--- config.mk ---
export PLATFORM = sky130hd
export DESIGN_NAME = multicycle_controller
export DESIGN_NICKNAME = d
export VERILOG_FILES = /design/src/rtl/multicycle_controller.sv
export SDC_FILE = /design/constraint.sdc
export NUM_CORES = 1
export LEC_CHECK = 0
export ABC_AREA = 1
export CORE_UTILIZATION = 35
export DETAILED_ROUTE_END_ITERATION = 16
export PLACE_DENSITY = 0.78
export SLEW_MARGIN = 20
export SYNTH_ARGS = -nofsm -noshare
export SYNTH_HDL_FRONTEND = slang
export SYNTH_SLANG_ARGS = --single-unit
--- constraint.sdc ---
create_clock -name clk -period 1.4 [get_ports clk]
set_clock_uncertainty 0.2 [all_clocks]
set_input_delay 0.21 -clock clk [delete_from_list [all_inputs] [get_ports clk]]
set_output_delay 0.21 -clock clk [all_outputs]
set_load 0.02 [all_outputs]
--- src/rtl/multicycle_controller.sv ---
// Control FSM for the shared multicycle RV32I datapath: steps each instruction
// through fetch/decode/execute/memory/writeback and drives every select and enable.
module multicycle_controller (
  input  logic       clk,
  input  logic       reset,
  input  logic [6:0] opcode,
  input  logic       mem_ready,
  input  logic       branch_taken,
  output logic       pc_write,
  output logic       ir_write,
  output logic       adr_src,
  output logic       mem_read,
  output logic       mem_write,
  output logic       reg_write,
  output logic [1:0] alu_src_a,
  output logic [1:0] alu_src_b,
  output logic [1:0] alu_op,
  output logic [1:0] result_src,
  output logic [2:0] immediate_control,
  output logic       instr_retired,
  output logic       halted,
  output logic [3:0] state_dbg
);

  localparam logic [6:0] OP_LW    = 7'b0000011;
  localparam logic [6:0] OP_SW    = 7'b0100011;
  localparam logic [6:0] OP_R     = 7'b0110011;
  localparam logic [6:0] OP_I     = 7'b0010011;
  localparam logic [6:0] OP_B     = 7'b1100011;
  localparam logic [6:0] OP_JAL   = 7'b1101111;
  localparam logic [6:0] OP_JALR  = 7'b1100111;
  localparam logic [6:0] OP_LUI   = 7'b0110111;
  localparam logic [6:0] OP_AUIPC = 7'b0010111;

  typedef enum logic [3:0] {
    S_FETCH    = 4'd0,
    S_DECODE   = 4'd1,
    S_MEMADR   = 4'd2,
    S_MEMREAD  = 4'd3,
    S_MEMWB    = 4'd4,
    S_MEMWRITE = 4'd5,
    S_EXEC_R   = 4'd6,
    S_EXEC_I   = 4'd7,
    S_ALUWB    = 4'd8,
    S_BRANCH   = 4'd9,
    S_JUMP     = 4'd10,
    S_JALR_ADR = 4'd11,
    S_LUI      = 4'd12,
    S_ILLEGAL  = 4'd15
  } state_t;

  state_t state, next_state;

  // NOTE: sequential state uses non-blocking assignment so every flop samples
  // the pre-edge values regardless of process evaluation order.
  always_ff @(posedge clk) begin
    if (reset) state <= S_FETCH;
    else       state <= next_state;
  end

  always_comb begin
    next_state = state;
    if (reset) begin
      next_state = S_FETCH;
    end else begin
      case (state)
        S_FETCH:    if (mem_ready) next_state = S_DECODE;
        S_DECODE: begin
          case (opcode)
            OP_LW, OP_SW: next_state = S_MEMADR;
            OP_R:         next_state = S_EXEC_R;
            OP_I:         next_state = S_EXEC_I;
            OP_B:         next_state = S_BRANCH;
            OP_JAL:       next_state = S_JUMP;
            OP_JALR:      next_state = S_JALR_ADR;
            OP_LUI:       next_state = S_LUI;
            OP_AUIPC:     next_state = S_ALUWB;
            default:      next_state = S_ILLEGAL;
          endcase
        end
        // IR is only loaded in FETCH, so opcode is still valid here.
        S_MEMADR:   next_state = (opcode == OP_SW) ? S_MEMWRITE : S_MEMREAD;
        S_MEMREAD:  if (mem_ready) next_state = S_MEMWB;
        S_MEMWB:    next_state = S_FETCH;
        S_MEMWRITE: if (mem_ready) next_state = S_FETCH;
        S_EXEC_R:   next_state = S_ALUWB;
        S_EXEC_I:   next_state = S_ALUWB;
        S_ALUWB:    next_state = S_FETCH;
        S_BRANCH:   next_state = S_FETCH;
        S_JUMP:     next_state = S_ALUWB;
        S_JALR_ADR: next_state = S_JUMP;
        S_LUI:      next_state = S_ALUWB;
        S_ILLEGAL:  next_state = S_ILLEGAL;
        default:    next_state = S_ILLEGAL;
      endcase
    end
  end

  // NOTE: every output gets a default before the case so no path leaves one
  // unassigned, which would otherwise infer a latch.
  always_comb begin
    pc_write          = 1'b0;
    ir_write          = 1'b0;
    adr_src           = 1'b0;
    mem_read          = 1'b0;
    mem_write         = 1'b0;
    reg_write         = 1'b0;
    alu_src_a         = 2'b00;
    alu_src_b         = 2'b00;
    alu_op            = 2'b00;
    result_src        = 2'b00;
    immediate_control = 3'b000;
    instr_retired     = 1'b0;
    halted            = 1'b0;
    if (!reset) begin
      case (state)
        S_FETCH: begin
          mem_read   = 1'b1;
          alu_src_b  = 2'b10;
          result_src = 2'b10;
          ir_write   = mem_ready;
          pc_write   = mem_ready;
        end
        S_DECODE: begin
          alu_src_a = 2'b01;
          alu_src_b = 2'b01;
          case (opcode)
            OP_B:     immediate_control = 3'b010;
            OP_JAL:   immediate_control = 3'b011;
            OP_AUIPC: immediate_control = 3'b100;
            default:  immediate_control = 3'b000;
          endcase
        end
        S_MEMADR: begin
          alu_src_a         = 2'b10;
          alu_src_b         = 2'b01;
          immediate_control = (opcode == OP_SW) ? 3'b001 : 3'b000;
        end
        S_MEMREAD: begin
          adr_src  = 1'b1;
          mem_read = 1'b1;
        end
        S_MEMWB: begin
          result_src    = 2'b01;
          reg_write     = 1'b1;
          instr_retired = 1'b1;
        end
        S_MEMWRITE: begin
          adr_src       = 1'b1;
          mem_write     = 1'b1;
          instr_retired = mem_ready;
        end
        S_EXEC_R: begin
          alu_src_a = 2'b10;
          alu_op    = 2'b10;
        end
        S_EXEC_I: begin
          alu_src_a = 2'b10;
          alu_src_b = 2'b01;
          alu_op    = 2'b10;
        end
        S_ALUWB: begin
          reg_write     = 1'b1;
          instr_retired = 1'b1;
        end
        S_BRANCH: begin
          alu_src_a     = 2'b10;
          alu_op        = 2'b01;
          pc_write      = branch_taken;
          instr_retired = 1'b1;
        end
        // Target was precomputed into alu_out in DECODE; ALU forms the link value.
        S_JUMP: begin
          alu_src_a = 2'b01;
          alu_src_b = 2'b10;
          pc_write  = 1'b1;
        end
        S_JALR_ADR: begin
          alu_src_a = 2'b10;
          alu_src_b = 2'b01;
        end
        S_LUI: begin
          alu_src_a         = 2'b11;
          alu_src_b         = 2'b01;
          immediate_control = 3'b100;
        end
        S_ILLEGAL: halted = 1'b1;
        default: ;
      endcase
    end
  end

  assign state_dbg = state;

endmodule

==> summary.md, run 1 <==
| Metric | Value |
|---|---|
| Outcome | `aborted with a tool error` |
| Failing step | `global routing (5_1_grt)` |
| First Error | `[ERROR GRT-0232] Routing congestion too high. Check the congestion heatmap in the GUI.` |
| Net count of the mapped netlist | `140` |
| Effective utilization at floorplan | `between 30 and 40%` |
| Cells after Synth | `around 130` |
| Mean Syn Cell Area | `around 5.1 um2` |
| Count of input and output buffers | `33` |
| Row count | `15` |
| # IOs | `34` |
| Final weighted congestion in routability-driven placement | `roughly 0.94` |
| DPL Wire Length | `2400 um` |
| Synthesized flop and latch total | `4` |
| Worst endpoint, post-GRT repair | `alu_src_a[1]` |
| Seq/Total Area, Yosys | `between 10% and 20%` |
| Remaining global-route overflow | `70` |
| Clk sinks | `4` |
| Cell area after synthesis | `661.9 um2` |
| Die Ht | `~45 um` |
| H-tree depth | `1` |
| Count of different cell masters after synthesis | `25` |
| Yosys Warn Count | `0` |
| Maximum buffer depth of the clock tree | `2` |
| Die width | `between 40 and 50 um` |
| Clock tree root driver cell | `clkbuf_4` |
| Maximum number of pins on one net before global-route repair | `13` |
| Hold-fix buffer count after cts | `0` |
| Cell area reported after detailed placement | `~1500 um2` |
| Cells after DPL | `between 200 and 250` |
| Tot GR Track Use | `76.66%` |
| Number of buffers created by CTS | `3` |
| Kind of the worst endpoint | `output port` |
what timing repair did:
item | in CTS
endpoints found under the setup margin | 27
pin swaps | 11
resized for setup | 139
buffers inserted | 3
endpoints found under the hold margin | 0
Yosys cell counts (all sizes together):
master,instances,area [um2]
a211o,1,8.760
a21oi,8,40.04
a31o,1,8.760
a31oi,1,6.260
a41oi,1,8.760
buf,2,15.01
clkbuf,1,3.750
dfxtp,4,80.08
inv,23,86.33
nand2,31,128.9
nand3,10,55.05
nand4,1,6.260
nor2,27,108.9
nor3,4,20.02
nor4,1,6.260
o2111ai,1,8.760
o211ai,1,7.510
o21ai,11,62.56
cells by family after synthesis:
group | after synthesis | share of synthesized area [%]
buffers and inverters | 26 | 15.88
and+or+nand+nor | 74 | 49.15
AOI/OAI and AO/OA | 25 | 22.88
DFF | 4 | 12.10
routing by layer:
metal | GRT overflow | global-route usage, %
met5 | 0 | 0
met4 | 29 | 101.2
met3 | 0 | 50.40
met2 | 40 | 103.4
met1 | 1 | 66.83
stage by stage:
step,worst slack [ps],TNS (ps)
2_1_floorplan,-173.9,-1738
3_3_place_gp,-897.0,-14800
3_5_place_dp,-1002,-15800
4_1_cts,-476.5,-8094
==> inputs of run 2 (changes only) <==
CORE_AREA = 2 2 63 65   (was default)
CORE_UTILIZATION = default   (was 35)
DIE_AREA = 0 0 65 67   (was default)
PLACE_DENSITY = default   (was 0.78)
PLACE_DENSITY_LB_ADDON = 0.15   (was default)
clock period = 1.8 ns   (was 1.4 ns; I/O delays follow)
==> run 2 against run 1 <==
Net effect:
- synthesized area unchanged
- the flow now finishes, with violations (setup timing)
- synthesized cell count unchanged
==> summary.md, run 2 <==
| Metric | Value |
|---|---|
| Outcome | `complete, but fails checks` |
| Violated checks | `setup timing` |
| Max-cap check violation count | `0` |
| Initial antenna violation count | `0` |
| Most numerous cell types in the synthesized netlist | `28 x nand2_1, 24 x nor2_1, 19 x inv_1` |
| Number of global-route vias before repair | `1090` |
| Dominant cell by count in the synthesized netlist | `nand2_1` |
| Maximum buffer depth of the clock tree | `2 (unchanged)` |
| Leakage dissipation | `between 0.8 and 0.9 nW` |
| Yosys Warn Count | `0 (unchanged)` |
| H-tree depth | `1 (unchanged)` |
| Post-Route WL | `approximately 2900 um` |
| Cell area reported after detailed placement | `1353 um2 (-9.0%)` |
| Number of buffers created by CTS | `3 (unchanged)` |
| Count of different cell masters after synthesis | `25 (unchanged)` |
| DPL Wire Length | `2245 um (-6.5%)` |
| Worst endpoint data arrival time | `1390 ps` |
| Worst-path fanout max | `4` |
| Clock insertion delay at the later pin of the skew report | `roughly 210 ps` |
| Post-route fraction of the period consumed by the critical path | `103.6%` |
| Cell class contributing the biggest share of worst-path delay | `flip-flops` |
| Die Area | `around 4400 um2` |
| Synth-to-Final Area Change | `142.7%` |
| Synthesized flop and latch total | `4 (unchanged)` |
| Transition at the pin with the smallest max-transition slack | `~230 ps` |
| Setup repair after global routing missed its margin | `true` |
| Critical path data required time | `around 1300 ps` |
| CTS tree | `yes` |
| Die Ht | `67 um (+47%)` |
| Wire length of the first global-routing pass | `around 4600 um` |
| Clock tree root driver cell | `clkbuf_8` |
| Ant. Diodes | `0` |
| Number of hold-slack violations in the final timing report | `0` |
| # IOs | `34 (unchanged)` |
| Cells after Synth | `129 (unchanged)` |
| Final weighted congestion in routability-driven placement | `0.8362 (-11%)` |
| Number of search-and-repair iterations in the first detailed-routing pass | `4` |
| Drc violations | `0` |
| Remaining global-route overflow | `0` |
| Fin crit period | `around 1900 ps` |
| Average routed wire per standard cell | `11.24 um` |
| DR vias/cell | `~4.4` |
| Die width | `65 um (+43%)` |
| Row count | `22 (+7)` |
| Worst setup slack after layout | `-64.55 ps` |
| Final setup violation count | `8` |
| NumNets Final | `around 220` |
| Achievable frequency | `~540 MHz` |
| Number of max-slew violations in the final report | `0` |
| Most frequent cells in the layout | `51 x buf_4, 18 x nand2_1, 13 x nor2_1` |
| Seq/Total Area, Yosys | `12.10% (unchanged)` |
| Effective utilization at floorplan | `18.36% (-20 points)` |
| HP Class | `flop to flop` |
| Commonest non-fill, non-tap cell in the layout | `buf_4` |
| Via count | `between 1000 and 1500` |
| Cell area after synthesis | `661.9 um2 (unchanged)` |
| Worst Setup Start Kind | `flop` |
| Async set-or-reset flop fraction in the synthesized netlist | `0% (unchanged)` |
| Area of all placed cells without fillers | `1607 um2` |
| Synth area leaders | `nand2_1 16%, nor2_1 14%, dfxtp_1 12%` |
| Count of input and output buffers | `33 (unchanged)` |
| Power density normalized to cell area | `1410 nW/um2` |
| Worst vdd rail ir drop | `between 0.7 and 0.8 mV` |
| WP buf/inv | `3` |
| Cell repeated most along the worst path | `buf_6` |
| Chain of cells forming the critical path | `buf_6 -> nor2_4 -> buf_6 -> nand2_4 -> nor2_4 -> a211o_1 -> buf_6` |
| Mean Syn Cell Area | `5.131 um2 (unchanged)` |
| Maximum number of pins on one net before global-route repair | `9` |
| Tot GR Track Use | `between 10% and 20%` |
| Worst slew margin relative to its limit | `between 80 and 90%` |
| Flip-flop count of the largest register, all copies and words added | `4` |
| Most used flip-flop cell after synthesis | `dfxtp_1` |
| Synth top area share | `15.88% (unchanged)` |
| Type of the worst setup path | `flop to output port` |
| CTS clock-pin slew for the worst setup and hold paths | `~30 ps` |
| Area of the placeable core | `3606 um2` |
| CP max stage delay | `around 370 ps` |
| Iter 0 DRT Violations | `50` |
| Ratio of cells with drive above 1 in the final layout | `about three fifths` |
| Critical Path Sink Type | `output port` |
| Cell taking the most area after synthesis | `nand2_1` |
| Number of antenna-violating nets in the routed design | `0` |
| Hold-fix buffer count after cts | `0 (unchanged)` |
| Slowest stage cell on the critical path | `dfxtp_4` |
| Final-layout fill cell count | `a little under 400` |
| Net count of the mapped netlist | `140 (unchanged)` |
| Number of enable-type register cells in the synthesized netlist | `0 (unchanged)` |
| Final core utilization | `44.55%` |
| Clk sinks | `4 (unchanged)` |
run 2: cell counts after synthesis:
No cell type changed its count.
run 2: tightest hold or removal path, delay by kind of cell (launching register included):
kind | cells | cell delay (ps)
flip-flops | 1 | 370
AO/OA/AOI/OAI | 2 | 220
run 2: power breakdown:
part           switching [mW]  internal (mW)
Combinational           0.938          0.902
Clock                  0.0418          0.142
Sequential             0.0858          0.155
Total                    1.07           1.20
run 2: worst paths after layout:
| path | start | to | slack [ps] | cells after the start |
|---|---|---|---|---|
| setup / recovery | state_dbg[3]$_SDFFE_PP0P_ | instr_retired | -60 | 7 |
| hold / removal | state_dbg[2]$_SDFFE_PP0P_ | state_dbg[2]$_SDFFE_PP0P_ | 430 | 2 |
| hold reg to reg | state_dbg[2]$_SDFFE_PP0P_ | state_dbg[2]$_SDFFE_PP0P_ | 430 | 2 |
| setup reg to reg | state_dbg[2]$_SDFFE_PP0P_ | state_dbg[2]$_SDFFE_PP0P_ | 150 | 10 |
run 2: cells by family (layout without fill, tap and decap cells):
kind of cell | count (synthesis) | count (layout) | share of synthesized area [%]
DFF | 4 | 4 | 12.10
AOI/OAI and AO/OA | 25 | 25 | 22.88
and+or+nand+nor | 74 | 74 | 49.15
buffers and inverters | 26 | 106 | 15.88
run 2: metal layers:
metal	track usage (%)	vias up	share of wire (%)
met5	0	-	0
met4	3.723	0	0.069
met3	1.520	2	5.1
met2	23.20	36	50
met1	16.87	516	45
li1	-	580	-
run 2: timing repair:
action / 4_1_cts / 5_1_grt
setup endpoints to repair: 22 / 22
hold endpoints to repair: 0 / 0
setup buffers: 5 / 2
pin swaps: 13 / 10
gates resized for setup: 137 / 42
gates cloned: 0 / 0
run 2: cell type report:
cell class	count	area, um2	share of cell area (%)
flip-flops and latches	4	95.09	5.919
well taps	48	60.06	3.738
clock buffers	3	41.29	2.570
multi-input cells	99	644.4	40.11
inverters	23	93.84	5.841
repair buffers	80	671.9	41.82
run 2: through the flow:
step | setup slack [ps] | setup TNS (ps) | power (mW) | instances | hold slack (ps)
after global placement | -574.7 | -8338 | 1.697 | 247 | 421.1
after CTS | -55.72 | -401.8 | 2.019 | 255 | 431.3
after detailed placement | -630.1 | -8715 | 1.702 | 247 | 434.3
after floorplan | -86.47 | -257.5 | 0.9126 | 129 | 261.2
after global routing | -121.9 | -1216 | 2.432 | 257 | 481.3
final | -64.55 | -281.1 | 2.265 | 257 | 433.5
Note: power is estimated with default switching activity, not from simulation.
==> inputs of run 3 (changes only) <==
PLACE_DENSITY = 0.43   (was default)
PLACE_DENSITY_LB_ADDON = default   (was 0.15)
==> run 3 against run 2 <==
Net effect:
- the run still ends with setup timing left
- final cell count grew 2.3%
- fmax is essentially flat
- total power up 3.8%
- non-clock buffer count is 6 higher
- combinational power rose by 4%
- cell area increased by 4.2%
- flip-flop and latch count is the same
- via count down 1.1%
- critical path type unchanged
- critical endpoint unchanged
- largest cell class unchanged
==> summary.md, run 3 (synthesis results as in run 2) <==
| Metric | Value |
|---|---|
| Final-layout fill cell count | `390 (+0.78%)` |
| Number of antenna-violating nets in the routed design | `0 (unchanged)` |
| Clock tree root driver cell | `clkbuf_8` |
| H-tree depth | `1 (unchanged)` |
| Maximum buffer depth of the clock tree | `2 (unchanged)` |
| Average routed wire per standard cell | `10.89 um (-3.1%)` |
| Die Area | `4355 um2 (unchanged)` |
| Final Non-Filler Cells | `263 (+2.3%)` |
| Most frequent cells in the layout | `54 x buf_4, 18 x nand2_1, 13 x buf_6` |
| Transition at the pin with the smallest max-transition slack | `255.1 ps (+23.33 ps)` |
| Type of the worst setup path | `flop to output port` |
| Critical path data required time | `1330 ps (about the same)` |
| DPL Wire Length | `2321 um (+3.4%)` |
| Final weighted congestion in routability-driven placement | `0.8694 (+4.0%)` |
| Worst vdd rail ir drop | `0.3997 mV (-47%)` |
| HP Class | `flop to flop` |
| Die width | `65 um (unchanged)` |
| Cell repeated most along the worst path | `nor2_4` |
| Hold-fix buffer count after cts | `0 (unchanged)` |
| Effective utilization at floorplan | `18.36% (unchanged)` |
| Clock insertion delay at the later pin of the skew report | `210 ps (about the same)` |
| Remaining global-route overflow | `0 (unchanged)` |
| Leakage dissipation | `0.8594 nW (+4.0%)` |
| Worst setup slack after layout | `-63.12 ps (+1.434 ps)` |
| Number of hold-slack violations in the final timing report | `0 (unchanged)` |
| Achievable frequency | `536.7 MHz (about the same)` |
| Final core utilization | `46.43% (+1.9 points)` |
| CTS tree | `yes` |
| Number of global-route vias before repair | `1113 (+2.1%)` |
| Combined area of the multi-input logic cells | `665.6 um2 (+3.3%)` |
| Row count | `22 (unchanged)` |
| Slowest stage cell on the critical path | `dfxtp_4` |
| Total Neg Setup Slack | `-210.8 ps (+70.31 ps)` |
| Critical Path Sink Type | `output port` |
| Commonest non-fill, non-tap cell in the layout | `buf_4` |
| Iter 0 DRT Violations | `19 (-62%)` |
| Maximum number of pins on one net before global-route repair | `8 (-1)` |
| Count of input and output buffers | `33 (unchanged)` |
| Die Ht | `67 um (unchanged)` |
| Power, Total | `2.352 mW (+3.8%)` |
| Number of max-slew violations in the final report | `0 (unchanged)` |
| WP buf/inv | `2 (-1)` |
| Chain of cells forming the critical path | `buf_4 -> nor2_4 -> nand2_4 -> nor2_4 -> a211o_1 -> buf_6` |
| CP max stage delay | `410 ps (+40 ps)` |
| Area of the placeable core | `3606 um2 (unchanged)` |
| Flip-flop count of the largest register, all copies and words added | `4 (unchanged)` |
| Cells after DPL | `255 (+3.2%)` |
| Sequential cell area | `95.09 um2 (unchanged)` |
| Ratio of cells with drive above 1 in the final layout | `63.26% (+3.9 points)` |
| Worst-path fanout max | `6 (+2)` |
| CTS clock-pin slew for the worst setup and hold paths | `30 ps (about the same)` |
| Worst endpoint data arrival time | `1390 ps (about the same)` |
| Number of search-and-repair iterations in the first detailed-routing pass | `4 (unchanged)` |
| Number of buffers created by CTS | `3 (unchanged)` |
| Worst slew margin relative to its limit | `82.81% (-1.6 points)` |
| Post-Route WL | `2865 um (-0.80%)` |
| Max-cap check violation count | `0 (unchanged)` |
| Violated checks | `setup timing` |
| Post-route fraction of the period consumed by the critical path | `103.5% (about the same)` |
| Final setup violation count | `5 (-3)` |
| Via count | `1121 (-1.1%)` |
| Ant. Diodes | `0 (unchanged)` |
| DR vias/cell | `4.262 (-3.4%)` |
| Drc violations | `0 (unchanged)` |
| NumNets Final | `228 (+2.7%)` |
| Clk sinks | `4 (unchanged)` |
| Wire length of the first global-routing pass | `4692 um (+2.3%)` |
| # IOs | `34 (unchanged)` |
| Power density normalized to cell area | `1405 nW/um2 (-0.35%)` |
| Synth-to-Final Area Change | `152.9%` |
| Fin Hold WS | `435.1 ps (+1.651 ps)` |
| Fin crit period | `1863 ps (-1.434 ps)` |
| Initial antenna violation count | `0 (unchanged)` |
| Outcome | `complete, but fails checks` |
| Setup repair after global routing missed its margin | `true` |
| Tot GR Track Use | `13.91% (+0.72 points)` |
| Cell class contributing the biggest share of worst-path delay | `flip-flops` |
| Worst Setup Start Kind | `flop` |
==> run 3: cell count changes in the layout (fill, tap and decap cells not counted), sizes merged <==
cell and change:
buf +5, clkbuf +1
==> run 3: worst paths after layout <==
kind,cells past startpoint,startpoint,slack (ps),endpoint
worst max-delay path,6,state_dbg[1]$_SDFFE_PP0P_,-60,instr_retired
worst min-delay path,2,state_dbg[2]$_SDFFE_PP0P_,440,state_dbg[2]$_SDFFE_PP0P_
worst max register to register,10,state_dbg[0]$_SDFFE_PP0P_,130,state_dbg[2]$_SDFFE_PP0P_
worst min register to register,2,state_dbg[2]$_SDFFE_PP0P_,440,state_dbg[2]$_SDFFE_PP0P_
==> run 3: power by group <==
part / leakage (nW) / switching [mW] / internal (mW) / total (mW)
clock network: 0.0216 / 0.0402 / 0.142 / 0.182
registers: 0.0357 / 0.100 / 0.155 / 0.255
logic: 0.802 / 0.963 / 0.952 / 1.91
==> run 3: per-stage QoR <==
| stage | instance area, um2 | setup WS, ps |
|---|---|---|
| 2_1_floorplan | 680.7 | -86.47 |
| 3_3_place_gp | 1413 | -564.5 |
| 3_5_place_dp | 1413 | -586.6 |
| 4_1_cts | 1577 | -77.36 |
| 5_1_grt | 1674 | -115.5 |
| 6_report | 1674 | -63.12 |
==> run 3: layout make-up <==
| cell class | count | area share [%] |
|---|---|---|
| Timing Repair Buffer | 86 | 42.75 |
| Multi-Input combinational cell | 99 | 39.76 |
| Clock buffer | 3 | 2.466 |
| Sequential cell | 4 | 5.680 |
| Inverter | 23 | 5.755 |
| Tap cell | 48 | 3.587 |
==> run 3: routing by layer <==
layer	vias to the layer above	wire (um)	track usage (%)
met5	-	0	0
met3	0	105	2.027
li1	595	-	-
met2	25	1593	28.87
met1	501	1166	14.37
met4	0	0	3.191
==> run 3: repair_timing <==
item	4_1_cts	5_1_grt
gates resized for setup	150	36
endpoints found under the setup margin	23	23
setup buffers	3	2
pin swaps	16	13
==> run 3: worst reg2reg max path, delay by kind of cell (launching register included) <==
kind,cells,cell delay (ps)
compound gates,2,140
simple gates,5,510
flops,1,370
buf+inv,3,330
